[config.mk]
export PLATFORM = sky130hd
export DESIGN_NAME = control_unit
export DESIGN_NICKNAME = d
export VERILOG_FILES = /design/src/rtl/riscv_pkg.sv /design/src/rtl/opcode_classifier.sv /design/src/rtl/control_unit.sv
export SDC_FILE = /design/constraint.sdc
export NUM_CORES = 1
export LEC_CHECK = 0
export CORE_MARGIN = 5
export CORE_UTILIZATION = 45
export DETAILED_ROUTE_END_ITERATION = 12
export DONT_BUFFER_PORTS = 1
export HOLD_SLACK_MARGIN = 0.1
export PLACE_DENSITY = 0.68
export SYNTH_ARGS = -nofsm -noshare
export SYNTH_HDL_FRONTEND = slang
export SYNTH_SLANG_ARGS = --single-unit
[constraint.sdc]
create_clock -name clk -period 3.6 [get_ports clk]
set_clock_uncertainty 0.15 [all_clocks]
set_input_delay 0.72 -clock clk [delete_from_list [all_inputs] [get_ports clk]]
set_output_delay 0.72 -clock clk [all_outputs]
set_load 0.02 [all_outputs]
[src/rtl/riscv_pkg.sv]
// rtl/riscv_pkg.sv - shared opcodes, control-unit state encodings and instruction classes
package riscv_pkg;

  localparam logic [6:0] OP_R      = 7'b0110011;
  localparam logic [6:0] OP_I_ALU  = 7'b0010011;
  localparam logic [6:0] OP_LUI    = 7'b0110111;
  localparam logic [6:0] OP_AUIPC  = 7'b0010111;
  localparam logic [6:0] OP_JAL    = 7'b1101111;
  localparam logic [6:0] OP_JALR   = 7'b1100111;
  localparam logic [6:0] OP_BRANCH = 7'b1100011;
  localparam logic [6:0] OP_LOAD   = 7'b0000011;
  localparam logic [6:0] OP_STORE  = 7'b0100011;
  localparam logic [6:0] OP_SYSTEM = 7'b1110011;

  localparam logic [2:0] CU_IDLE      = 3'd0;
  localparam logic [2:0] CU_FETCH     = 3'd1;
  localparam logic [2:0] CU_DECODE    = 3'd2;
  localparam logic [2:0] CU_EXECUTE   = 3'd3;
  localparam logic [2:0] CU_MEMORY    = 3'd4;
  localparam logic [2:0] CU_WRITEBACK = 3'd5;
  localparam logic [2:0] CU_RETIRE    = 3'd6;
  localparam logic [2:0] CU_HALT      = 3'd7;

  typedef enum logic [2:0] {
    S_IDLE      = CU_IDLE,
    S_FETCH     = CU_FETCH,
    S_DECODE    = CU_DECODE,
    S_EXECUTE   = CU_EXECUTE,
    S_MEMORY    = CU_MEMORY,
    S_WRITEBACK = CU_WRITEBACK,
    S_RETIRE    = CU_RETIRE,
    S_HALT      = CU_HALT
  } cu_state_e;

  typedef enum logic [2:0] {
    CLS_ALU,
    CLS_UPPER,
    CLS_JUMP,
    CLS_BRANCH,
    CLS_LOAD,
    CLS_STORE,
    CLS_SYSTEM,
    CLS_ILLEGAL
  } instr_class_e;

endpackage

[src/rtl/opcode_classifier.sv]
// rtl/opcode_classifier.sv - combinational opcode[6:0] to instruction-class decode
module opcode_classifier
  import riscv_pkg::*;
(
  input  logic [6:0]   opcode_i,
  output instr_class_e class_o
);

  // Any opcode not listed (including opcode[1:0] != 2'b11) falls to ILLEGAL.
  always_comb begin
    class_o = CLS_ILLEGAL;
    case (opcode_i)
      OP_R, OP_I_ALU:     class_o = CLS_ALU;
      OP_LUI, OP_AUIPC:   class_o = CLS_UPPER;
      OP_JAL, OP_JALR:    class_o = CLS_JUMP;
      OP_BRANCH:          class_o = CLS_BRANCH;
      OP_LOAD:            class_o = CLS_LOAD;
      OP_STORE:           class_o = CLS_STORE;
      OP_SYSTEM:          class_o = CLS_SYSTEM;
      default:            class_o = CLS_ILLEGAL;
    endcase
  end

endmodule

[src/rtl/control_unit.sv]
// rtl/control_unit.sv - multicycle control FSM with registered strobes and retired-instruction counter
module control_unit
  import riscv_pkg::*;
#(
  parameter int CNT_WIDTH = 64
) (
  input  logic                 clk,
  input  logic                 rst,
  input  logic                 run,
  input  logic [6:0]           opcode,
  input  logic                 mem_ready,
  output logic                 fetch,
  output logic                 decode,
  output logic                 dm_read_en,
  output logic                 dm_write_en,
  output logic                 rf_write_en,
  output logic                 finished,
  output logic                 halted,
  output logic                 illegal_instr,
  output logic [CNT_WIDTH-1:0] instret
);

  cu_state_e    state_q, state_d;
  logic [6:0]   opcode_q;
  logic [6:0]   cls_src;
  instr_class_e cls;

  // The live opcode is only trusted in DECODE; later states use the latched copy.
  assign cls_src = (state_q == S_DECODE) ? opcode : opcode_q;

  opcode_classifier u_classifier (
    .opcode_i (cls_src),
    .class_o  (cls)
  );

  always_comb begin
    state_d = state_q;
    case (state_q)
      S_IDLE:      if (run) state_d = S_FETCH;
      S_FETCH:     state_d = S_DECODE;
      S_DECODE:    state_d = (cls == CLS_SYSTEM || cls == CLS_ILLEGAL) ? S_HALT : S_EXECUTE;
      S_EXECUTE: begin
        if (cls == CLS_LOAD || cls == CLS_STORE) state_d = S_MEMORY;
        else if (cls == CLS_BRANCH)              state_d = S_RETIRE;
        else                                     state_d = S_WRITEBACK;
      end
      S_MEMORY:    if (mem_ready) state_d = (cls == CLS_LOAD) ? S_WRITEBACK : S_RETIRE;
      S_WRITEBACK: state_d = S_RETIRE;
      S_RETIRE:    state_d = run ? S_FETCH : S_IDLE;
      S_HALT:      state_d = S_HALT;
      default:     state_d = S_IDLE;
    endcase
  end

  // Strobes are decoded from the next state so each one is a flop that is high for its whole state.
  always_ff @(posedge clk or posedge rst) begin
    if (rst) begin
      state_q       <= S_IDLE;
      opcode_q      <= 7'd0;
      fetch         <= 1'b0;
      decode        <= 1'b0;
      dm_read_en    <= 1'b0;
      dm_write_en   <= 1'b0;
      rf_write_en   <= 1'b0;
      finished      <= 1'b0;
      halted        <= 1'b0;
      illegal_instr <= 1'b0;
      instret       <= '0;
    end else begin
      state_q     <= state_d;
      if (state_q == S_DECODE) opcode_q <= opcode;
      fetch       <= (state_d == S_FETCH);
      decode      <= (state_d == S_DECODE);
      dm_read_en  <= (state_d == S_MEMORY) && (cls == CLS_LOAD);
      dm_write_en <= (state_d == S_MEMORY) && (cls == CLS_STORE);
      rf_write_en <= (state_d == S_WRITEBACK);
      finished    <= (state_d == S_RETIRE);
      halted      <= halted | (state_d == S_HALT);
      if (state_q == S_DECODE && cls == CLS_ILLEGAL) illegal_instr <= 1'b1;
      if (state_q == S_RETIRE) instret <= instret + {{(CNT_WIDTH-1){1'b0}}, 1'b1};
    end
  end

endmodule

Word-level counts from Yosys, hierarchy flattened
Index checks and enable logic that the tools add are counted.
{"block": "word_totals", "ff_bits": 82, "out_inout_bits": 72, "elab_cells": 60}
{"block": "classes", "n_addsub": 1, "eq_ne": 28, "n_mux": 10, "bitwise": 1, "n_reduce_logical": 9}
{"op": "$add A64 B1 Y64 const B", "count": 1}
{"op": "$eq A3 B3 Y1 const B", "count": 12}
{"op": "$eq A7 B7 Y1 const B", "count": 4}
{"op": "$pmux W3 S8", "count": 1}
{"op": "$eq A7 B6 Y1 const B", "count": 3}
{"op": "$pmux W3 S7", "count": 1}
{"op": "$eq A7 B5 Y1 const B", "count": 2}
{"op": "$eq A3 B2 Y1 const B", "count": 4}
{"op": "$mux W3", "count": 3}
{"op": "$eq A7 B2 Y1 const B", "count": 1}
{"op": "$mux W7", "count": 1}
{"op": "$eq A3 B1 Y1 const B", "count": 2}
{"op": "$mux W2", "count": 3}
{"op": "$reduce_or A2 Y1", "count": 3}
{"op": "$logic_and A1 B1 Y1", "count": 3}
{"op": "$logic_not A3 Y1", "count": 1}
{"op": "$logic_or A1 B1 Y1", "count": 2}
{"op": "$mux W1", "count": 1}
{"op": "$or A1 B1 Y1", "count": 1}

Logic depth before layout (Yosys ltp)
Gate-level depths: netlist of run 1.
{"block": "depth", "depth_word": 11, "depth_mapped": 8}

Cells and area by module
A second synthesis of run 1 with hierarchy kept.
{"block": "hier_totals", "hier_cells": 348, "hier_area_um2": 3862.5}
{"mod": "control_unit", "n_inst": 1, "cells_per_inst": 336, "area_each_um2": 3786.1}
{"mod": "opcode_classifier", "n_inst": 1, "cells_per_inst": 12, "area_each_um2": 76.3}

Worst setup path after synthesis of run 1
OpenSTA, ideal clock, no wires.
{"block": "synth_path", "path_kind": "input to register", "from": "in opcode[3]", "to": "reg fetch", "arrival_time_ns": 1.973, "required_ns": 3.355, "setup_slack_ns": 1.382, "cell_stages": 5, "path_buffers": 0, "cell_sequence": "or4bb_1 > a31o_2 > o21ai_0 > o31a_2 > nor4b_2"}
{"block": "synth_between", "elab_chain_cells": 9}
{"element": "from (decl)", "line": "control_unit.sv:10", "source": "input logic [6:0] opcode,"}
{"element": "$mux W7 (*)"}
{"element": "$eq A7 B7 Y1 (tied with other cells)", "line": "opcode_classifier.sv:12", "source": "case (opcode_i)"}
{"element": "$reduce_or A2 Y1", "line": "opcode_classifier.sv:12"}
{"element": "$pmux W3 S7 (*)", "line": "opcode_classifier.sv:12"}
{"element": "$eq A3 B3 Y1 (tied with other cells)", "line": "control_unit.sv:43, control_unit.sv:47"}
{"element": "$mux W2 (tied with other cells)", "line": "control_unit.sv:47", "source": "S_MEMORY: if (mem_ready) state_d = (cls == CLS_LOAD) ? S_WRITEBACK : S_RETIRE;"}
{"element": "$mux W3 (tied with other cells)", "line": "control_unit.sv:47"}
{"element": "$pmux W3 S8 (*)", "line": "control_unit.sv:38", "source": "case (state_q)"}
{"element": "$eq A3 B1 Y1 (*)", "line": "control_unit.sv:72", "source": "fetch <= (state_d == S_FETCH);"}
{"element": "to (signal assigned)", "line": "control_unit.sv:72"}
{"element": "to (decl)", "line": "control_unit.sv:12", "source": "output logic fetch,"}
Mark *: on every way between the ends. The rest lies on a longest branch, timed or not.
A chain may end at the register's enable or synchronous reset.

Worst setup path in the final report of run 1
{"block": "layout_path", "from": "reg state_q[0]", "to": "reg dm_read_en"}
{"block": "layout_between", "elab_chain_cells": 11}
{"element": "from (decl)", "line": "control_unit.sv:23", "source": "cu_state_e state_q, state_d;"}
{"element": "from (signal assigned)", "line": "control_unit.sv:70", "source": "state_q <= state_d;"}
{"element": "$eq A3 B2 Y1", "line": "control_unit.sv:29, control_unit.sv:38"}
{"element": "$mux W7"}
{"element": "$eq A7 B7 Y1 (tied with other cells)", "line": "opcode_classifier.sv:12"}
{"element": "$reduce_or A2 Y1", "line": "opcode_classifier.sv:12"}
{"element": "$pmux W3 S7", "line": "opcode_classifier.sv:12"}
{"element": "$eq A3 B3 Y1 (tied with other cells)", "line": "control_unit.sv:43, control_unit.sv:47, control_unit.sv:74"}
{"element": "$mux W2 (tied with other cells)", "line": "control_unit.sv:47"}
{"element": "$mux W3 (tied with other cells)", "line": "control_unit.sv:47"}
{"element": "$pmux W3 S8", "line": "control_unit.sv:38"}
{"element": "$eq A3 B3 Y1", "line": "control_unit.sv:74", "source": "dm_read_en <= (state_d == S_MEMORY) && (cls == CLS_LOAD);"}
{"element": "$logic_and A1 B1 Y1 (*)", "line": "control_unit.sv:74"}
{"element": "to (signal assigned)", "line": "control_unit.sv:74"}
{"element": "to (decl)", "line": "control_unit.sv:14", "source": "output logic dm_read_en,"}
Marked as above.

==> out/summary.txt, run 1 <==
critical path depth - 5
Crit path required time - 3.68 ns
final antenna-violating net count - 0
CP bufs+invs - 0
CP peak stage delay - 0.66 ns
Tightest Hold Check Type - input port to asynchronous set/reset pin
clock latency on the worst-skew pair - 0.35 ns
Port Buf Inserts - 0
static leakage - 0.001908 uW
H-tree Lvls - 3
# diodes - 0
# clock sinks - 82
Mapped Nets - 387
CP max stage cell - nor3b_2
post-synth top area cell - dfrtp_1
Yosys top cell area share - 0.5042
Setup Fix Bufs, Post-CTS - 0
Setup TNS - 0 ns
clk slew on worst S/H paths - 0.09 ns
CP Cell Sequence - nor3b_2 > nand3_2 > and2_1 > a211o_1 > a2111oi_2
Top delay family on crit path - simple AND/OR/NAND/NOR gates
EDFF count, synth - 0
fin crit period - 2.539 ns
vias in the first global route - 2756
Placed Cells - 475
initial antenna violation count - 0
Synth Cell Area - 4070 um2
Routability Congestion - 0.8187
Die Width - 105.1 um
Avg Inst Size Synth - 10.85 um2
R2R Path Start - state_q[0]
status - complete, no violations
share of layout cells above drive strength 1 - 0.1462
Root Buffer - clkbuf_8
largest net degree at the start of global routing - 62
Tot GR Track Use - 0.1580
hold slack - 0.3282 ns
most frequent cells in the layout - 82 x dfrtp_1, 54 x xnor2_1, 43 x nand2_1
relative slew slack - 0.2869
dominant synthesized flop cell - dfrtp_1
crit path DAT - 2.62 ns
IO Pins - 83
Vias/cell - 5.723
crit path capture type - register
Worst Setup SP - state_q[0]
CP Class - register to register
Tot Pwr - 2439 uW
Power per Cell Area - 555.4 nW/um2
Worst R2R Path Depth - 5
ys async rst share - 1.000
final cycle utilization of the critical path - 0.7052
Final #Nets - 390
Max Cap Violations - 0
Setup-failing EPs final - 0
via count of the routed design - 2810
TritonCTS clock tree - built
die span in y - 105.1 um
WL/cell - 17.35 um
Crit Reg-Reg Endpoint - dm_read_en
CTS max path bufs - 2
peak supply drop - 466.3 uV
P&R area growth vs syn - 7.900%
DP HPWL - 6.115 mm
FMAX - 393.9 MHz
router iterations before antenna repair - 4
final hold vios - 0
maximum fanout along the worst path - 14
RSZ-0062 raised after global routing - no
final wirelength - 8.519 mm
Yosys cell types - 61
synth warn - 0
Critical Path Source Type - register
hold buffers post-CTS - 0
Gate Count Post-Synth - 375
FP Rows - 34
Final Max Slew Viols - 0
top cells by area, synth - dfrtp_1 50%, xnor2_1 12%, nand2_1 4.0%
final cell count without fillers - 491
worst-margin pin slew - 1.068 ns
Synth Register Bits - 82
first-pass GRT wire length - 14.33 mm
post-CTS resize count - 0
die area - 11050 um2
Worst R2R Setup Slack - 1.06 ns
DRC viols - 0
initial DRC count - 88
Initial Util - 0.4644
most common cell after layout, fill and taps aside - dfrtp_1
Seq/Total Area, Yosys - 0.5042
CTS buffer count - 9
Core Area - 8763 um2
gr ovfl total - 0
==> flip-flops by register name, summed over array words and instances (netlist names) <==
signal,count
instret,64
opcode_q,7
state_q,3
decode,1
dm_read_en,1
dm_write_en,1
fetch,1
finished,1
halted,1
illegal_instr,1
rf_write_en,1
==> cells by family after synthesis <==
kind of cell	count (synthesis)	share of synthesized area
adders and majority gates	1	0.003074
DFF	82	0.5042
AOI/OAI and AO/OA	27	0.06302
and+or+nand+nor	179	0.2653
xor gates and xnor gates	63	0.1356
buffers and inverters	23	0.02890
==> worst register-to-register path, cell delays in order, from the launching register on <==
cell and delay (ns):
dfrtp_1 0.52, nor3b_2 0.66, nand3_2 0.24, and2_1 0.24
a211o_1 0.33, a2111oi_2 0.30
==> routing by layer <==
layer  vias to the layer above  share of wire  global-route usage
met5                         -              0                   0
li1                       1333              -                   -
met1                      1406           0.43              0.1994
met3                         8          0.059             0.05055
met4                         0          0.012             0.05023
met2                        63           0.50              0.2581
==> per-stage QoR <==
step,worst slack [ns],cell area (um2),utilization
floorplan,0.6216,4070,-
global placement,1.151,4182,0.4772
detailed placement,1.077,4182,0.4772
CTS,1.057,4392,0.5011
global route,0.8522,4392,0.5011
finish,1.061,4392,0.5011
==> worst max-delay path by stage <==
stage | slack (ns) | end
final | 1.06 | dm_read_en
after global routing | 0.85 | finished
after CTS | 1.06 | dm_read_en
after detailed placement | 1.08 | dm_read_en
after global placement | 1.15 | dm_read_en
after floorplan | 0.62 | decode
==> power breakdown <==
part / leakage, uW / total [uW] / switching, uW / internal [uW]
Sequential: 0.00111 / 1210 / 190 / 1020
Combinational: 0.000697 / 534 / 309 / 225
Clock: 0.000104 / 697 / 349 / 348
==> synth_stat cells (all sizes together), types with 3 or more instances <==
| cell type | instances |
|---|---|
| dfrtp | 82 |
| and3 | 16 |
| buf | 10 |
| and2b | 3 |
| inv | 10 |
| clkbuf | 3 |
| nor3 | 9 |
| nor3b | 3 |
| nand2 | 43 |
| nor2 | 12 |
| a211oi | 3 |
| nor4 | 7 |
| and4 | 6 |
| nand3 | 29 |
| nand4 | 23 |
| xnor2 | 54 |
| o21ai | 4 |
| and2 | 6 |
| xor2 | 9 |
| o211ai | 3 |
| nand3b | 4 |
| nor2b | 3 |
==> cell type report <==
type / count / area [um2]
multi-input combinational: 270 / 1918
clock buffer: 10 / 137.6
timing repair buffer: 5 / 37.54
tap: 108 / 135.1
fill: 769 / 4372
sequential: 82 / 2052
inverter: 10 / 38.79
clock inverter: 6 / 72.57
(Power assumes the default switching activity.)
==> run 2, diff against run 1 <==
Settings changed: PLACE_DENSITY 0.68 to 0.7.
Clock period 3.6 ns to 2.15 ns, I/O delays scaled along.
==> run 2 against run 1 <==
Against the previous run: the run now ends with negative setup slack left; die area stayed put; fmax grew 17%; via count is 12% higher; final cell count is 17% higher; wire length rose by 11%; critical path depth unchanged; count of clock-buffer cells in the layout shrank 1; total power is 95% higher; utilization increased by 9.2 points; worst setup slack worse by 1.1 ns; first-iteration DRC count up 5.7%; hold slack worse by 0.16 ns; critical path type unchanged.
==> out/summary.txt, run 2 (synthesis gave the netlist of run 1 again) <==
crit path DAT - 2.29 ns (-0.33 ns)
final worst setup slack - -0.02153 ns (-1.083 ns)
via count of the routed design - 3145 (+12%)
Largest regs - instret (64), opcode_q (7), state_q (3)
Worst Hold Depth - 3
Tightest Hold Check Type - input port to register
CTS buffer count - 9 (unchanged)
FMAX - 460.5 MHz (+17%)
Vias/cell - 5.489 (-4.1%)
Core Area - 8763 um2 (unchanged)
Final #Nets - 472 (+21%)
CTS max path bufs - 2 (unchanged)
relative slew slack - 0.6563 (+0.3694)
WL/cell - 16.52 um (-4.8%)
Worst R2R Path Depth - 5 (unchanged)
Max Cap Violations - 0 (unchanged)
# diodes - 0 (unchanged)
DP HPWL - 6.683 mm (+9.3%)
H-tree Lvls - 3 (unchanged)
share of layout cells above drive strength 1 - 0.2925 (+0.1463)
clk slew on worst S/H paths - 0.08 ns (about the same)
largest net degree at the start of global routing - 83 (+34%)
Reg area - 2052 um2 (unchanged)
hold slack - 0.1720 ns (-0.1562 ns)
CP Cell Sequence - or3b_4 > a311o_1 > a221oi_4 > a211oi_4 > nor4b_2
crit path capture type - register
initial DRC count - 93 (+5.7%)
Setup-failing EPs final - 3 (+3)
RSZ-0062 raised after global routing - yes
final antenna-violating net count - 0 (unchanged)
Post-DP Area - 4732 um2 (+13%)
Non-Filler Cell Area, Final - 5196 um2 (+18%)
vias in the first global route - 3243 (+18%)
FP Rows - 34 (unchanged)
Root Buffer - clkbuf_8
Largest register FFs - 64 (unchanged)
peak supply drop - 791.8 uV (+70%)
area occupied by multi-input gates - 2016 um2 (+5.1%)
initial antenna violation count - 0 (unchanged)
router iterations before antenna repair - 4 (unchanged)
DRC viols - 0 (unchanged)
Top delay family on crit path - compound AO/OA/AOI/OAI gates
status - finished with violations
# clock sinks - 82 (unchanged)
fin crit period - 2.172 ns (-0.3671 ns)
Critical Path Source Type - register
critical path depth - 5 (unchanged)
violated checks - negative setup slack
FILL cells - 699 (-9.1%)
Power per Cell Area - 914.5 nW/um2 (+65%)
IO Pins - 83 (unchanged)
Most flops, register - instret
maximum fanout along the worst path - 5 (-9)
final wirelength - 9.465 mm (+11%)
Initial Util - 0.4644 (unchanged)
CP max stage cell - dfrtp_1
most common cell after layout, fill and taps aside - dfrtp_1
Final Max Slew Viols - 0 (unchanged)
first-pass GRT wire length - 16.08 mm (+12%)
static leakage - 0.002369 uW (+24%)
die area - 11050 um2 (unchanged)
most frequent cells in the layout - 82 x dfrtp_1, 73 x buf_4, 54 x xnor2_1
CP bufs+invs - 0 (unchanged)
Port Buf Inserts - 0 (unchanged)
Routability Congestion - 0.8326 (+1.7%)
worst-margin pin slew - 0.5102 ns (-0.5583 ns)
Crit path required time - 2.26 ns (-1.42 ns)
CP Class - register to register
gr ovfl total - 0 (unchanged)
final cycle utilization of the critical path - 1.010 (+0.3048)
P&R area growth vs syn - 27.67%
Die Width - 105.1 um (unchanged)
CP peak stage delay - 0.43 ns (-0.23 ns)
Tot GR Track Use - 0.1753 (+0.01732)
die span in y - 105.1 um (unchanged)
TritonCTS clock tree - built
final hold vios - 0 (unchanged)
clock latency on the worst-skew pair - 0.36 ns (about the same)
-- run 2: cell count changes in the layout (fill, tap and decap cells not counted), sizes merged --
| cell | previous run | this run |
|---|---|---|
| clkinv | 2 | 1 |
| buf | 5 | 79 |
| inv | 12 | 13 |
| clkbuf | 10 | 9 |
| bufinv | 1 | 2 |
| dlygate4sd3 | 0 | 8 |
-- run 2: area by class of cell --
cell class                 count  share of cell area
tap                          108             0.02601
clock buffer                   9             0.02384
multi-input combinational    270              0.3879
clock inverter                 7             0.02047
sequential                    82              0.3949
inverter                      10            0.007946
timing repair buffer          87              0.1389
-- run 2: worst paths after layout --
check	startpoint	endpoint	slack, ns
setup / recovery	state_q[1]	fetch	-0.02
hold / removal	run	dm_read_en	0.17
setup reg to reg	state_q[1]	fetch	-0.02
hold reg to reg	opcode_q[5]	opcode_q[5]	0.40
max in group asynchronous	rst	dm_read_en	0.99
min in group asynchronous	rst	instret[57]	0.51
-- run 2: timing repair --
item / 4_1_cts / 5_1_grt
setup endpoints to repair: 6 / 27
resized for setup: 3 / 15
hold buffers: 8 / 0
buffers inserted: 2 / 4
endpoints found under the hold margin: 89 / 0
pin swaps: 4 / 4
-- run 2: tightest hold or removal path, delay by kind of cell --
kind	cells	cell delay (ns)
simple gates	1	0.04
compound gates	1	0.07
buf+inv	1	0.09
-- run 2: power breakdown --
group / internal, uW / leakage [uW] / switching, uW
Sequential: 1710 / 0.00111 / 164
Combinational: 723 / 0.00114 / 862
Clock: 677 / 0.000117 / 619
-- run 2: through the flow --
step	setup slack [ns]	std cells	util	power, uW	TNS [ns]
3_5_place_dp	-0.1115	543	0.5400	3160	-0.1662
6_report	-0.02153	573	0.5929	4752	-0.03368
4_1_cts	-0.01987	569	0.5792	4529	-0.02905
2_1_floorplan	0.09516	375	-	2800	0
5_1_grt	-0.1140	573	0.5929	5018	-0.4748
3_3_place_gp	-0.07458	543	0.5400	3129	-0.1050
-- run 2: routing by layer --
layer / vias to the layer above / part of all wire / track usage
met4: 0 / 0.017 / 0.05936
met3: 12 / 0.070 / 0.05487
met2: 75 / 0.50 / 0.2968
li1: 1500 / - / -
met5: - / 0 / 0
met1: 1558 / 0.42 / 0.2113
==> run 3, diff against run 2 <==
Settings changed: CORE_UTILIZATION 45 to 43, PLACE_DENSITY 0.7 to 0.63.
==> run 3 against run 2 <==
Against the previous run: the run now ends clean; combinational power decreased by 10%; critical path depth stayed put; first-iteration DRC count is 46% higher; critical endpoint is now halted.
==> out/summary.txt, run 3 (synthesis gave the netlist of run 1 again) <==
Max Cap Violations - 0 (unchanged)
# clock sinks - 82 (unchanged)
status - complete, no violations
Tot Pwr - 4356 uW (-8.3%)
DRC viols - 0 (unchanged)
final cycle utilization of the critical path - 0.9997 (-0.01036)
via count of the routed design - 3113 (-1.0%)
Root Buffer - clkbuf_8
crit path capture type - register
router iterations before antenna repair - 4 (unchanged)
initial antenna violation count - 0 (unchanged)
final antenna-violating net count - 0 (unchanged)
Most flops, register - instret
Setup-failing EPs final - 0 (-3)
static leakage - 0.002324 uW (-1.9%)
CTS max path bufs - 2 (unchanged)
area occupied by multi-input gates - 1992 um2 (-1.2%)
final wirelength - 9.506 mm (+0.43%)
Vias/cell - 5.267 (-4.0%)
Largest regs - instret (64), opcode_q (7), state_q (3)
pre-CTS setup slack - -0.003161 ns (+0.1084 ns)
clock latency on the worst-skew pair - 0.35 ns (about the same)
Port Buf Inserts - 0 (unchanged)
CP peak stage delay - 0.44 ns (about the same)
first-pass GRT wire length - 15.94 mm (-0.86%)
die span in y - 107.3 um (+2.1%)
FILL cells - 806 (+15%)
RSZ-0062 raised after global routing - yes
DP HPWL - 6.889 mm (+3.1%)
most common cell after layout, fill and taps aside - dfrtp_1
hold slack - 0.1290 ns (-0.04305 ns)
die area - 11510 um2 (+4.2%)
Routability Congestion - 0.8078 (-3.0%)
Final Max Slew Viols - 0 (unchanged)
CP bufs+invs - 0 (unchanged)
Largest register FFs - 64 (unchanged)
Power per Cell Area - 848.2 nW/um2 (-7.3%)
fin crit period - 2.149 ns (-0.02227 ns)
Top delay family on crit path - compound AO/OA/AOI/OAI gates
Core Area - 9240 um2 (+5.4%)
CP Cell Sequence - or3b_4 > a311o_1 > a22o_2 > a311oi_4 > o41ai_2
FMAX - 465.3 MHz (+1.0%)
Final #Nets - 469 (-0.64%)
FP Rows - 35 (+2.9%)
vias in the first global route - 3223 (-0.62%)
worst-margin pin slew - 0.4524 ns (-0.05771 ns)
peak supply drop - 496.9 uV (-37%)
P&R area growth vs syn - 26.16%
CP max stage cell - or3b_4
largest net degree at the start of global routing - 33 (-60%)
Tot GR Track Use - 0.1738 (-0.001488)
Die Width - 107.3 um (+2.1%)
Worst R2R Setup Slack - 0.0007 ns (+0.02 ns)
Critical Path Source Type - register
share of layout cells above drive strength 1 - 0.2857 (-0.006759)
initial DRC count - 136 (+46%)
most frequent cells in the layout - 82 x dfrtp_1, 72 x buf_4, 54 x xnor2_1
gr ovfl total - 0 (unchanged)
Tightest Hold Check Type - input port to register
Initial Util - 0.4405 (-0.02396)
crit path DAT - 2.23 ns (-0.06 ns)
Reg area - 2052 um2 (unchanged)
TritonCTS clock tree - built
WL/cell - 16.08 um (-2.6%)
clk slew on worst S/H paths - 0.09 ns (about the same)
H-tree Lvls - 3 (unchanged)
CP Class - register to register
Crit path required time - 2.23 ns (-0.03 ns)
final hold vios - 0 (unchanged)
final cell count without fillers - 591 (+3.1%)
maximum fanout along the worst path - 5 (unchanged)
final worst setup slack - 0.0007410 ns (+0.02227 ns)
CTS buffer count - 9 (unchanged)
# diodes - 0 (unchanged)
IO Pins - 83 (unchanged)
relative slew slack - 0.6977 (+0.04143)
Placed Cells - 564 (+3.9%)
[run 3: cell types whose count changed in the layout (fill, tap and decap cells not counted), sizes merged]
cell and change:
bufinv -2, inv -2, clkinv +3, buf -3, clkinvlp +1
[run 3: layer usage]
layer | GRT usage | wire length (um) | vias to the layer above
met1 | 0.2266 | 4062 | 1508
met2 | 0.2632 | 4447 | 98
met5 | 0 | 0 | -
met3 | 0.06179 | 794 | 14
met4 | 0.07032 | 201 | 0
li1 | - | - | 1493
[run 3: final timing paths]
| path | startpoint | endpoint | cells after the start |
|---|---|---|---|
| worst max-delay path | state_q[1] | halted | 5 |
| worst min-delay path | run | dm_read_en | 3 |
| worst max register to register | state_q[1] | halted | 5 |
| worst min register to register | instret[2] | instret[2] | 1 |
| max in group asynchronous | rst | instret[52] | 3 |
| min in group asynchronous | rst | instret[41] | 2 |
[run 3: worst register-to-register path, delay by kind of cell, from the launching register on]
family             cells  cell delay [ns]
and+or+nand+nor        1             0.44
DFF                    1             0.40
AOI/OAI and AO/OA      4             1.04
[run 3: layout make-up]
cell class,count,area share
well taps,129,0.03143
flip-flops and latches,82,0.3996
clock buffers,9,0.02412
repair buffers,84,0.1365
inverters,10,0.008041
multi-input cells,270,0.3879
clock inverters,7,0.01243
[run 3: per-stage QoR]
step | setup TNS [ns] | area (um2) | util
finish | 0 | 5135 | 0.5557
global route | -0.3335 | 5135 | 0.5557
CTS | -0.01058 | 5052 | 0.5468
detailed placement | -0.003161 | 4771 | 0.5163
global placement | 0 | 4771 | 0.5163
floorplan | 0 | 4074 | -
[run 3: power by group]
part	switching [uW]	internal [uW]	total, uW	leakage [uW]
combinational	801	618	1420	0.00112
clock	624	439	1060	0.0000930
sequential	166	1710	1870	0.00111
[run 3: timing repair]
action | 4_1_cts | 5_1_grt
pin swaps | 1 | 4
setup buffers | 0 | 3
gates resized for setup | 2 | 9
setup endpoints to repair | 3 | 13
endpoints found under the hold margin | 23 | 0
cloned | 0 | 0
hold buffers | 8 | 0
